===== config.mk =====
export PLATFORM = sky130hd
export DESIGN_NAME = rf_wport_arbiter_flat
export DESIGN_NICKNAME = d
export VERILOG_FILES = /design/src/rtl/rf_wport_arbiter_pkg.sv /design/src/rtl/rf_wport_arbiter_if.sv /design/src/rtl/rf_wport_arbiter_wb_result_fifo.sv /design/src/rtl/rf_wport_arbiter.sv /design/src/flat_wrapper.sv
export SDC_FILE = /design/constraint.sdc
export NUM_CORES = 1
export LEC_CHECK = 0
export CORE_MARGIN = 2
export CORE_UTILIZATION = 47
export CTS_CLUSTER_DIAMETER = 60
export DETAILED_ROUTE_END_ITERATION = 10
export MAX_ROUTING_LAYER = met4
export PLACE_DENSITY_LB_ADDON = 0.05
export SYNTH_ARGS = -nofsm -noshare
export SYNTH_HDL_FRONTEND = slang
export SYNTH_SLANG_ARGS = --single-unit

===== constraint.sdc =====
create_clock -name clk -period 3.1 [get_ports clk]
set_clock_uncertainty 0.05 [all_clocks]
set_input_delay 0.31 -clock clk [delete_from_list [all_inputs] [get_ports clk]]
set_output_delay 0.31 -clock clk [all_outputs]
set_load 0.01 [all_outputs]

===== src/rtl/rf_wport_arbiter_pkg.sv =====
// Shared widths, the long-latency result entry layout and default sizing for rf_wport_arbiter.
package rf_wport_arbiter_pkg;

    localparam int unsigned GprW         = 5;
    localparam int unsigned Xlen         = 32;
    localparam int unsigned DefDepth     = 4;
    localparam int unsigned DefStarveMax = 8;

    typedef struct packed {
        logic [Xlen-1:0] pc;
        logic [GprW-1:0] dest;
        logic [Xlen-1:0] wdata;
    } lu_entry_t;

    localparam int unsigned LuEntryW = Xlen + GprW + Xlen;
    // Bit position of the dest field inside a packed lu_entry_t.
    localparam int unsigned LuDestLsb = Xlen;

endpackage


===== src/rtl/rf_wport_arbiter_if.sv =====
// Bundles the writeback, long-latency, register-file and difftest signals of rf_wport_arbiter.
// Hazard lookup signals exist only when RF_WPORT_FWD_EN is defined.
interface rf_wport_arbiter_if;
    import rf_wport_arbiter_pkg::*;

    logic            p_valid;
    logic            p_we;
    logic [GprW-1:0] p_dest;
    logic [Xlen-1:0] p_wdata;
    logic [Xlen-1:0] p_pc;
    logic            p_ready;
    logic            flush;

    logic            lu_valid;
    logic            lu_ready;
    logic [GprW-1:0] lu_dest;
    logic [Xlen-1:0] lu_wdata;
    logic [Xlen-1:0] lu_pc;
    logic            lu_idle;

    logic            rf_we;
    logic [GprW-1:0] rf_waddr;
    logic [Xlen-1:0] rf_wdata;

    logic [Xlen-1:0] debug_wb_pc;
    logic [3:0]      debug_wb_rf_we;
    logic [GprW-1:0] debug_wb_rf_wnum;
    logic [Xlen-1:0] debug_wb_rf_wdata;

`ifdef RF_WPORT_FWD_EN
    logic [GprW-1:0] hz_raddr1;
    logic [GprW-1:0] hz_raddr2;
    logic            hz_hit1;
    logic            hz_hit2;
`endif

    modport master (
        output p_valid, p_we, p_dest, p_wdata, p_pc, flush,
        output lu_valid, lu_dest, lu_wdata, lu_pc,
        input  p_ready, lu_ready, lu_idle,
        input  rf_we, rf_waddr, rf_wdata,
        input  debug_wb_pc, debug_wb_rf_we, debug_wb_rf_wnum, debug_wb_rf_wdata
`ifdef RF_WPORT_FWD_EN
        ,
        output hz_raddr1, hz_raddr2,
        input  hz_hit1, hz_hit2
`endif
    );

    modport slave (
        input  p_valid, p_we, p_dest, p_wdata, p_pc, flush,
        input  lu_valid, lu_dest, lu_wdata, lu_pc,
        output p_ready, lu_ready, lu_idle,
        output rf_we, rf_waddr, rf_wdata,
        output debug_wb_pc, debug_wb_rf_we, debug_wb_rf_wnum, debug_wb_rf_wdata
`ifdef RF_WPORT_FWD_EN
        ,
        input  hz_raddr1, hz_raddr2,
        output hz_hit1, hz_hit2
`endif
    );

endinterface


===== src/rtl/rf_wport_arbiter_wb_result_fifo.sv =====
// Synchronous FIFO for long-latency results; extra pointer bit separates full from empty.
// With RF_WPORT_FWD_EN it also exports per-entry valid/dest for hazard lookup.
module wb_result_fifo
    import rf_wport_arbiter_pkg::*;
#(
    parameter int unsigned DEPTH = DefDepth,
    parameter int unsigned WIDTH = LuEntryW
) (
    input  logic                           clk,
    input  logic                           rst,
    input  logic                           push,
    input  logic [WIDTH-1:0]               wdata,
    input  logic                           pop,
    output logic [WIDTH-1:0]               rdata,
    output logic                           full,
    output logic                           empty
`ifdef RF_WPORT_FWD_EN
    ,
    output logic [DEPTH-1:0]               entry_valid,
    output logic [DEPTH-1:0][GprW-1:0]     entry_dest
`endif
);

    localparam int unsigned PtrW = $clog2(DEPTH);

    logic [WIDTH-1:0] mem [DEPTH];
    logic [PtrW:0]    wr_ptr_q, rd_ptr_q;
    logic             do_push, do_pop;

    assign full    = (wr_ptr_q[PtrW] != rd_ptr_q[PtrW]) &&
                     (wr_ptr_q[PtrW-1:0] == rd_ptr_q[PtrW-1:0]);
    assign empty   = (wr_ptr_q == rd_ptr_q);
    assign do_push = push && !full;
    assign do_pop  = pop && !empty;
    assign rdata   = mem[rd_ptr_q[PtrW-1:0]];

    always_ff @(posedge clk) begin
        if (rst) begin
            wr_ptr_q <= '0;
            rd_ptr_q <= '0;
        end else begin
            if (do_push) wr_ptr_q <= wr_ptr_q + 1'b1;
            if (do_pop)  rd_ptr_q <= rd_ptr_q + 1'b1;
        end
    end

    always_ff @(posedge clk) begin
        if (do_push) mem[wr_ptr_q[PtrW-1:0]] <= wdata;
    end

`ifdef RF_WPORT_FWD_EN
    logic [PtrW:0] count;
    assign count = wr_ptr_q - rd_ptr_q;

    always_comb begin
        entry_valid = '0;
        entry_dest  = '0;
        for (int i = 0; i < DEPTH; i++) begin
            logic [PtrW-1:0] off;
            // Distance from the head, modulo DEPTH.
            off            = PtrW'(i) - rd_ptr_q[PtrW-1:0];
            entry_valid[i] = ({1'b0, off} < count);
            entry_dest[i]  = mem[i][LuDestLsb +: GprW];
        end
    end
`endif

endmodule


===== src/rtl/rf_wport_arbiter.sv =====
// Register-file write port arbiter: writeback stage has priority, queued long-latency results
// drain into free slots, and an age counter forces a drain. Optional RF_WPORT_FWD_EN hazard lookup.
module rf_wport_arbiter
    import rf_wport_arbiter_pkg::*;
#(
    parameter int unsigned DEPTH      = DefDepth,
    parameter int unsigned STARVE_MAX = DefStarveMax
) (
    input logic                clk,
    input logic                rst,
    rf_wport_arbiter_if.slave  bus
);

    localparam int unsigned    CntW    = $clog2(STARVE_MAX) + 1;
    localparam logic [CntW-1:0] CntLast = CntW'(STARVE_MAX - 1);

    logic                fifo_full, fifo_empty;
    logic [LuEntryW-1:0] head_bits;
    lu_entry_t           head, push_entry;
    logic                p_req, lu_gnt, lu_push;

    logic [CntW-1:0]     age_q, age_d;
    logic                force_q, force_d;

    logic                sel_valid;
    logic [GprW-1:0]     sel_dest;
    logic [Xlen-1:0]     sel_wdata, sel_pc;

    logic                rf_we_q;
    logic [GprW-1:0]     rf_waddr_q;
    logic [Xlen-1:0]     rf_wdata_q, rf_pc_q;

    assign bus.p_ready  = !force_q;
    assign bus.lu_ready = !fifo_full;
    assign bus.lu_idle  = fifo_empty;

    assign p_req   = bus.p_valid && bus.p_we && !bus.flush && !force_q;
    assign lu_gnt  = !fifo_empty && (force_q || !p_req);
    assign lu_push = bus.lu_valid && !fifo_full;

    assign push_entry = '{pc: bus.lu_pc, dest: bus.lu_dest, wdata: bus.lu_wdata};
    assign head       = lu_entry_t'(head_bits);

`ifdef RF_WPORT_FWD_EN
    logic [DEPTH-1:0]           entry_valid;
    logic [DEPTH-1:0][GprW-1:0] entry_dest;
`endif

    wb_result_fifo #(
        .DEPTH (DEPTH),
        .WIDTH (LuEntryW)
    ) u_fifo (
        .clk         (clk),
        .rst         (rst),
        .push        (lu_push),
        .wdata       (push_entry),
        .pop         (lu_gnt),
        .rdata       (head_bits),
        .full        (fifo_full),
        .empty       (fifo_empty)
`ifdef RF_WPORT_FWD_EN
        ,
        .entry_valid (entry_valid),
        .entry_dest  (entry_dest)
`endif
    );

    // force is a one-cycle pulse; the forced grant itself clears the counter.
    always_comb begin
        age_d   = age_q;
        force_d = 1'b0;
        if (fifo_empty || lu_gnt) begin
            age_d = '0;
        end else if (p_req) begin
            if (age_q == CntLast) begin
                force_d = 1'b1;
                age_d   = '0;
            end else begin
                age_d = age_q + 1'b1;
            end
        end
    end

    always_comb begin
        sel_valid = p_req || lu_gnt;
        sel_dest  = head.dest;
        sel_wdata = head.wdata;
        sel_pc    = head.pc;
        if (p_req) begin
            sel_dest  = bus.p_dest;
            sel_wdata = bus.p_wdata;
            sel_pc    = bus.p_pc;
        end
    end

    always_ff @(posedge clk) begin
        if (rst) begin
            age_q      <= '0;
            force_q    <= 1'b0;
            rf_we_q    <= 1'b0;
            rf_waddr_q <= '0;
            rf_wdata_q <= '0;
            rf_pc_q    <= '0;
        end else begin
            age_q   <= age_d;
            force_q <= force_d;
            // r0 writes consume the slot but never assert the enable.
            rf_we_q <= sel_valid && (sel_dest != '0);
            if (sel_valid) begin
                rf_waddr_q <= sel_dest;
                rf_wdata_q <= sel_wdata;
                rf_pc_q    <= sel_pc;
            end
        end
    end

    assign bus.rf_we             = rf_we_q;
    assign bus.rf_waddr          = rf_waddr_q;
    assign bus.rf_wdata          = rf_wdata_q;
    assign bus.debug_wb_pc       = rf_pc_q;
    assign bus.debug_wb_rf_we    = {4{rf_we_q}};
    assign bus.debug_wb_rf_wnum  = rf_waddr_q;
    assign bus.debug_wb_rf_wdata = rf_wdata_q;

`ifdef RF_WPORT_FWD_EN
    always_comb begin
        bus.hz_hit1 = 1'b0;
        bus.hz_hit2 = 1'b0;
        for (int i = 0; i < DEPTH; i++) begin
            if (entry_valid[i] && entry_dest[i] == bus.hz_raddr1 && bus.hz_raddr1 != '0) begin
                bus.hz_hit1 = 1'b1;
            end
            if (entry_valid[i] && entry_dest[i] == bus.hz_raddr2 && bus.hz_raddr2 != '0) begin
                bus.hz_hit2 = 1'b1;
            end
        end
    end
`endif

endmodule


===== src/flat_wrapper.sv =====
// flat-port wrapper written by rule: the top's interface ports become plain ports
module rf_wport_arbiter_flat import rf_wport_arbiter_pkg::*;
#(
    parameter int unsigned DEPTH      = DefDepth,
    parameter int unsigned STARVE_MAX = DefStarveMax
)
  (clk, rst, bus_p_valid, bus_p_we, bus_p_dest, bus_p_wdata, bus_p_pc, bus_flush, bus_lu_valid, bus_lu_dest, bus_lu_wdata, bus_lu_pc, bus_p_ready, bus_lu_ready, bus_lu_idle, bus_rf_we, bus_rf_waddr, bus_rf_wdata, bus_debug_wb_pc, bus_debug_wb_rf_we, bus_debug_wb_rf_wnum, bus_debug_wb_rf_wdata);
  rf_wport_arbiter_if bus_i ();
  input logic clk;
  input logic rst;
  input wire logic [$bits(bus_i.p_valid)-1:0] bus_p_valid;
  input wire logic [$bits(bus_i.p_we)-1:0] bus_p_we;
  input wire logic [$bits(bus_i.p_dest)-1:0] bus_p_dest;
  input wire logic [$bits(bus_i.p_wdata)-1:0] bus_p_wdata;
  input wire logic [$bits(bus_i.p_pc)-1:0] bus_p_pc;
  input wire logic [$bits(bus_i.flush)-1:0] bus_flush;
  input wire logic [$bits(bus_i.lu_valid)-1:0] bus_lu_valid;
  input wire logic [$bits(bus_i.lu_dest)-1:0] bus_lu_dest;
  input wire logic [$bits(bus_i.lu_wdata)-1:0] bus_lu_wdata;
  input wire logic [$bits(bus_i.lu_pc)-1:0] bus_lu_pc;
  output wire logic [$bits(bus_i.p_ready)-1:0] bus_p_ready;
  output wire logic [$bits(bus_i.lu_ready)-1:0] bus_lu_ready;
  output wire logic [$bits(bus_i.lu_idle)-1:0] bus_lu_idle;
  output wire logic [$bits(bus_i.rf_we)-1:0] bus_rf_we;
  output wire logic [$bits(bus_i.rf_waddr)-1:0] bus_rf_waddr;
  output wire logic [$bits(bus_i.rf_wdata)-1:0] bus_rf_wdata;
  output wire logic [$bits(bus_i.debug_wb_pc)-1:0] bus_debug_wb_pc;
  output wire logic [$bits(bus_i.debug_wb_rf_we)-1:0] bus_debug_wb_rf_we;
  output wire logic [$bits(bus_i.debug_wb_rf_wnum)-1:0] bus_debug_wb_rf_wnum;
  output wire logic [$bits(bus_i.debug_wb_rf_wdata)-1:0] bus_debug_wb_rf_wdata;
  assign bus_i.p_valid = bus_p_valid;
  assign bus_i.p_we = bus_p_we;
  assign bus_i.p_dest = bus_p_dest;
  assign bus_i.p_wdata = bus_p_wdata;
  assign bus_i.p_pc = bus_p_pc;
  assign bus_i.flush = bus_flush;
  assign bus_i.lu_valid = bus_lu_valid;
  assign bus_i.lu_dest = bus_lu_dest;
  assign bus_i.lu_wdata = bus_lu_wdata;
  assign bus_i.lu_pc = bus_lu_pc;
  assign bus_p_ready = bus_i.p_ready;
  assign bus_lu_ready = bus_i.lu_ready;
  assign bus_lu_idle = bus_i.lu_idle;
  assign bus_rf_we = bus_i.rf_we;
  assign bus_rf_waddr = bus_i.rf_waddr;
  assign bus_rf_wdata = bus_i.rf_wdata;
  assign bus_debug_wb_pc = bus_i.debug_wb_pc;
  assign bus_debug_wb_rf_we = bus_i.debug_wb_rf_we;
  assign bus_debug_wb_rf_wnum = bus_i.debug_wb_rf_wnum;
  assign bus_debug_wb_rf_wdata = bus_i.debug_wb_rf_wdata;
  rf_wport_arbiter #(.DEPTH(DEPTH), .STARVE_MAX(STARVE_MAX)) u_core (.clk(clk), .rst(rst), .bus(bus_i));
endmodule

==> out/summary.txt <==
outcome - complete, no violations
Max-Slew Margin vs Limit - 0.413
Max Buffers Root-to-Sink - 3
Die Width - 176 um
Final #Nets - 1228
fin crit share - 0.854
CP Class - reg2out
share of layout cells above drive strength 1 - 0.143
GRT Overall Usage - 0.192
Crit Path Max Fanout - 19
grt ovf - 0
startpoint types - register
Max Cap Viol - 0
port buffer count - 257
total core area - 29400 um^2
Hold WC Path Type - in2reg
clock power share - 0.312
Reg2Reg Depth - 4
Final Hold Viols - 0
Least-Margin Pin Slew - 0.881 ns
hpwl dp - 18.0 mm
beginning of the critical path - u_core.u_fifo.rd_ptr_q[2]$_SDFFE_PP0P_
die height - 176 um
Fillers - 2240
Final Max Slew Viols - 0
RSZ-0062 raised after global routing - no
drt first pass iters - 4
required time of the critical path - 2.74 ns
CTS tree - done
vias in the first global route - 8041
Sw Share - 0.275
clk slew on worst S/H paths - 0.06 ns
Via Count - 7894
flip-flop and latch area - 9960 um^2
reg-to-reg endpoint - u_core.u_fifo.mem[1][41]$_DFFE_PP_
DRC - 0
starting density of the core - 0.474
slowest library cell on the worst path - clkdlybuf4s50_1
Final Critical Period - 2.65 ns
Ports - 258
Worst path depth - 4
final instance area - 18000 um^2
share of power burned in registers - 0.407
Cell Area, Synth - 13900 um^2
area growth from synthesis to layout - 29.1%
reg-to-reg slack, setup - 0.90 ns
Final setup viols - 0
FFs w/ async S/R, synth - 0
endpoint type of the worst setup path - primary output
Pleak - 6.01 nW
Post-synth EDFFs - 276
crit path to - bus_lu_idle
Row Count - 63
final wirelength - 29.0 mm
PD cells - 841 nW/um^2
delay of the slowest critical-path stage - 0.61 ns
most frequent cells in the layout - edfxtp_1, clkdlybuf4s50_1, nand2_1, dfxtp_1, nor2_1
Placed Area - 16700 um^2
setup TNS - 0 ns
RePlAce Congestion - 0.723
first-pass GRT wire length - 44.7 mm
Iter 0 DRT Violations - 387
crit-path cells - xnor2_1 -> nand3_4 -> inv_2 -> clkdlybuf4s50_1
H-tree levels - 2
Seq/Total Area, Yosys - 0.714
TritonCTS buffer count - 39
Mapped Cells - 857
Hold Buf Count CTS - 0
fmax - 378 MHz
r2r startpoint - u_core.u_fifo.wr_ptr_q[0]$_SDFFE_PP0P_
post-synthesis net count - 1007
post-synthesis sequential element count - 359
TritonCTS Sinks - 359
area of the multi-input gates - 3390 um^2
clock root buffer master - clkbuf_16
predominant post-synthesis flop cell - edfxtp_1
Logic pwr share - 0.281
CP delay by family, top - buffers and inverters
Internal - 11.0 mW
setup bufs post-CTS - 0
critical path arrival - 2.29 ns
CP Buf/Inv Count - 2
Post-CTS Resized - 0
ANT nets after route - 0
commonest non-fill, non-tap cell in the layout - edfxtp_1
VDD IR max - 0.477 mV
Skew-Pair Late Insertion Delay - 0.51 ns
die area - 31100 um^2
switching power - 4.17 mW
YS warnings - 0
synthesized area per cell - 16.3 um^2
Synth cell types - 35
largest net degree at the start of global routing - 72
DR vias/cell - 5.27
initial antenna violation count - 1
WL per Instance - 19.4 um
synth_stat cells (all sizes together), types with 5 or more instances:
cell / number / share of area
xnor2: 7 / 0.0055
edfxtp: 276 / 0.59
nand2: 135 / 0.036
dfxtp: 83 / 0.12
nor3: 10 / 0.0036
buf: 66 / 0.035
nor2: 74 / 0.020
a311oi: 66 / 0.041
a21oi: 5 / 0.0018
clkbuf: 30 / 0.0082
ha: 6 / 0.0054
inv: 6 / 0.0016
mux4: 69 / 0.11
state kept, by name, indices dropped and copies added (netlist names), named ones only:
| register | cells |
|---|---|
| u_core.u_fifo.mem | 276 |
| u_core.force_q | 1 |
| u_core.bus.debug_wb_rf_wnum | 5 |
| u_core.age_q | 4 |
| u_core.u_fifo.rd_ptr_q | 3 |
| u_core.u_fifo.wr_ptr_q | 3 |
| u_core.bus.rf_we | 1 |
| u_core.bus.debug_wb_rf_wdata | 32 |
| u_core.bus.debug_wb_pc | 32 |
metal layers:
metal  up-vias  part of all wire  track usage
met1      3926              0.44        0.254
met4         0             0.021       0.0506
met2       227              0.48        0.305
met5         -                 0            -
li1       3700                 -            -
met3        41             0.058       0.0401
how the worst min path moves through the flow:
stage | startpoint | to | slack (ns) | depth (start not counted)
2_1_floorplan | bus_lu_wdata[0] | u_core.u_fifo.mem[0][0]$_DFFE_PP_ | 0.36 | 0
3_3_place_gp | u_core.age_q[0]$_SDFFE_PP0P_ | u_core.age_q[0]$_SDFFE_PP0P_ | 0.40 | 1
3_5_place_dp | u_core.age_q[0]$_SDFFE_PP0P_ | u_core.age_q[0]$_SDFFE_PP0P_ | 0.40 | 1
4_1_cts | rst | u_core.bus.debug_wb_rf_wnum[1]$_SDFFE_PP0P_ | 0.26 | 2
5_1_grt | rst | u_core.bus.debug_wb_rf_wnum[1]$_SDFFE_PP0P_ | 0.30 | 2
6_report | rst | u_core.bus.debug_wb_rf_wnum[1]$_SDFFE_PP0P_ | 0.28 | 2
worst register-to-register path: cells and delay by family, from the launching register on:
| kind | cells | cell delay (ns) |
|---|---|---|
| AO/OA/AOI/OAI | 1 | 0.46 |
| XOR/XNOR | 1 | 0.16 |
| buffers and inverters | 1 | 0.31 |
| flip-flops | 1 | 0.44 |
| AND/OR/NAND/NOR | 1 | 0.44 |
area by class of cell:
type	instances	share of cell area
antenna	1	0.000139
clock inverter	11	0.0101
tap	390	0.0271
multi-input combinational	396	0.189
clock buffer	59	0.0635
timing repair buffer	276	0.156
sequential	359	0.553
inverter	6	0.00125
power by group through the flow:
stage | Clock (mW) | Combinational (mW) | Sequential (mW)
6_report | 4.72 | 4.25 | 6.16
2_1_floorplan | 0 | 2.58 | 6.31
3_3_place_gp | 0 | 4.30 | 6.26
3_5_place_dp | 0 | 4.32 | 6.27
4_1_cts | 4.83 | 4.34 | 6.18
5_1_grt | 5.03 | 4.60 | 6.24
kinds of logic after synthesis:
| kind of cell | share of synthesized area |
|---|---|
| adder cells (fa/ha/maj) | 0.00539 |
| AND/OR/NAND/NOR | 0.0656 |
| buffers and inverters | 0.0451 |
| AO/OA/AOI/OAI | 0.0472 |
| XOR/XNOR | 0.00610 |
| flip-flops | 0.714 |
| multiplexers | 0.117 |
stage by stage:
step | total power, mW | cells | setup WS [ns] | utilization | hold slack (ns)
floorplan | 8.89 | 857 | 0.0341 | - | 0.359
global placement | 10.6 | 1427 | 0.722 | 0.567 | 0.403
detailed placement | 10.6 | 1427 | 0.709 | 0.567 | 0.404
CTS | 15.4 | 1497 | 0.426 | 0.612 | 0.259
global route | 15.9 | 1498 | 0.340 | 0.612 | 0.298
finish | 15.1 | 1498 | 0.453 | 0.612 | 0.283
(Power assumes the default switching activity.)
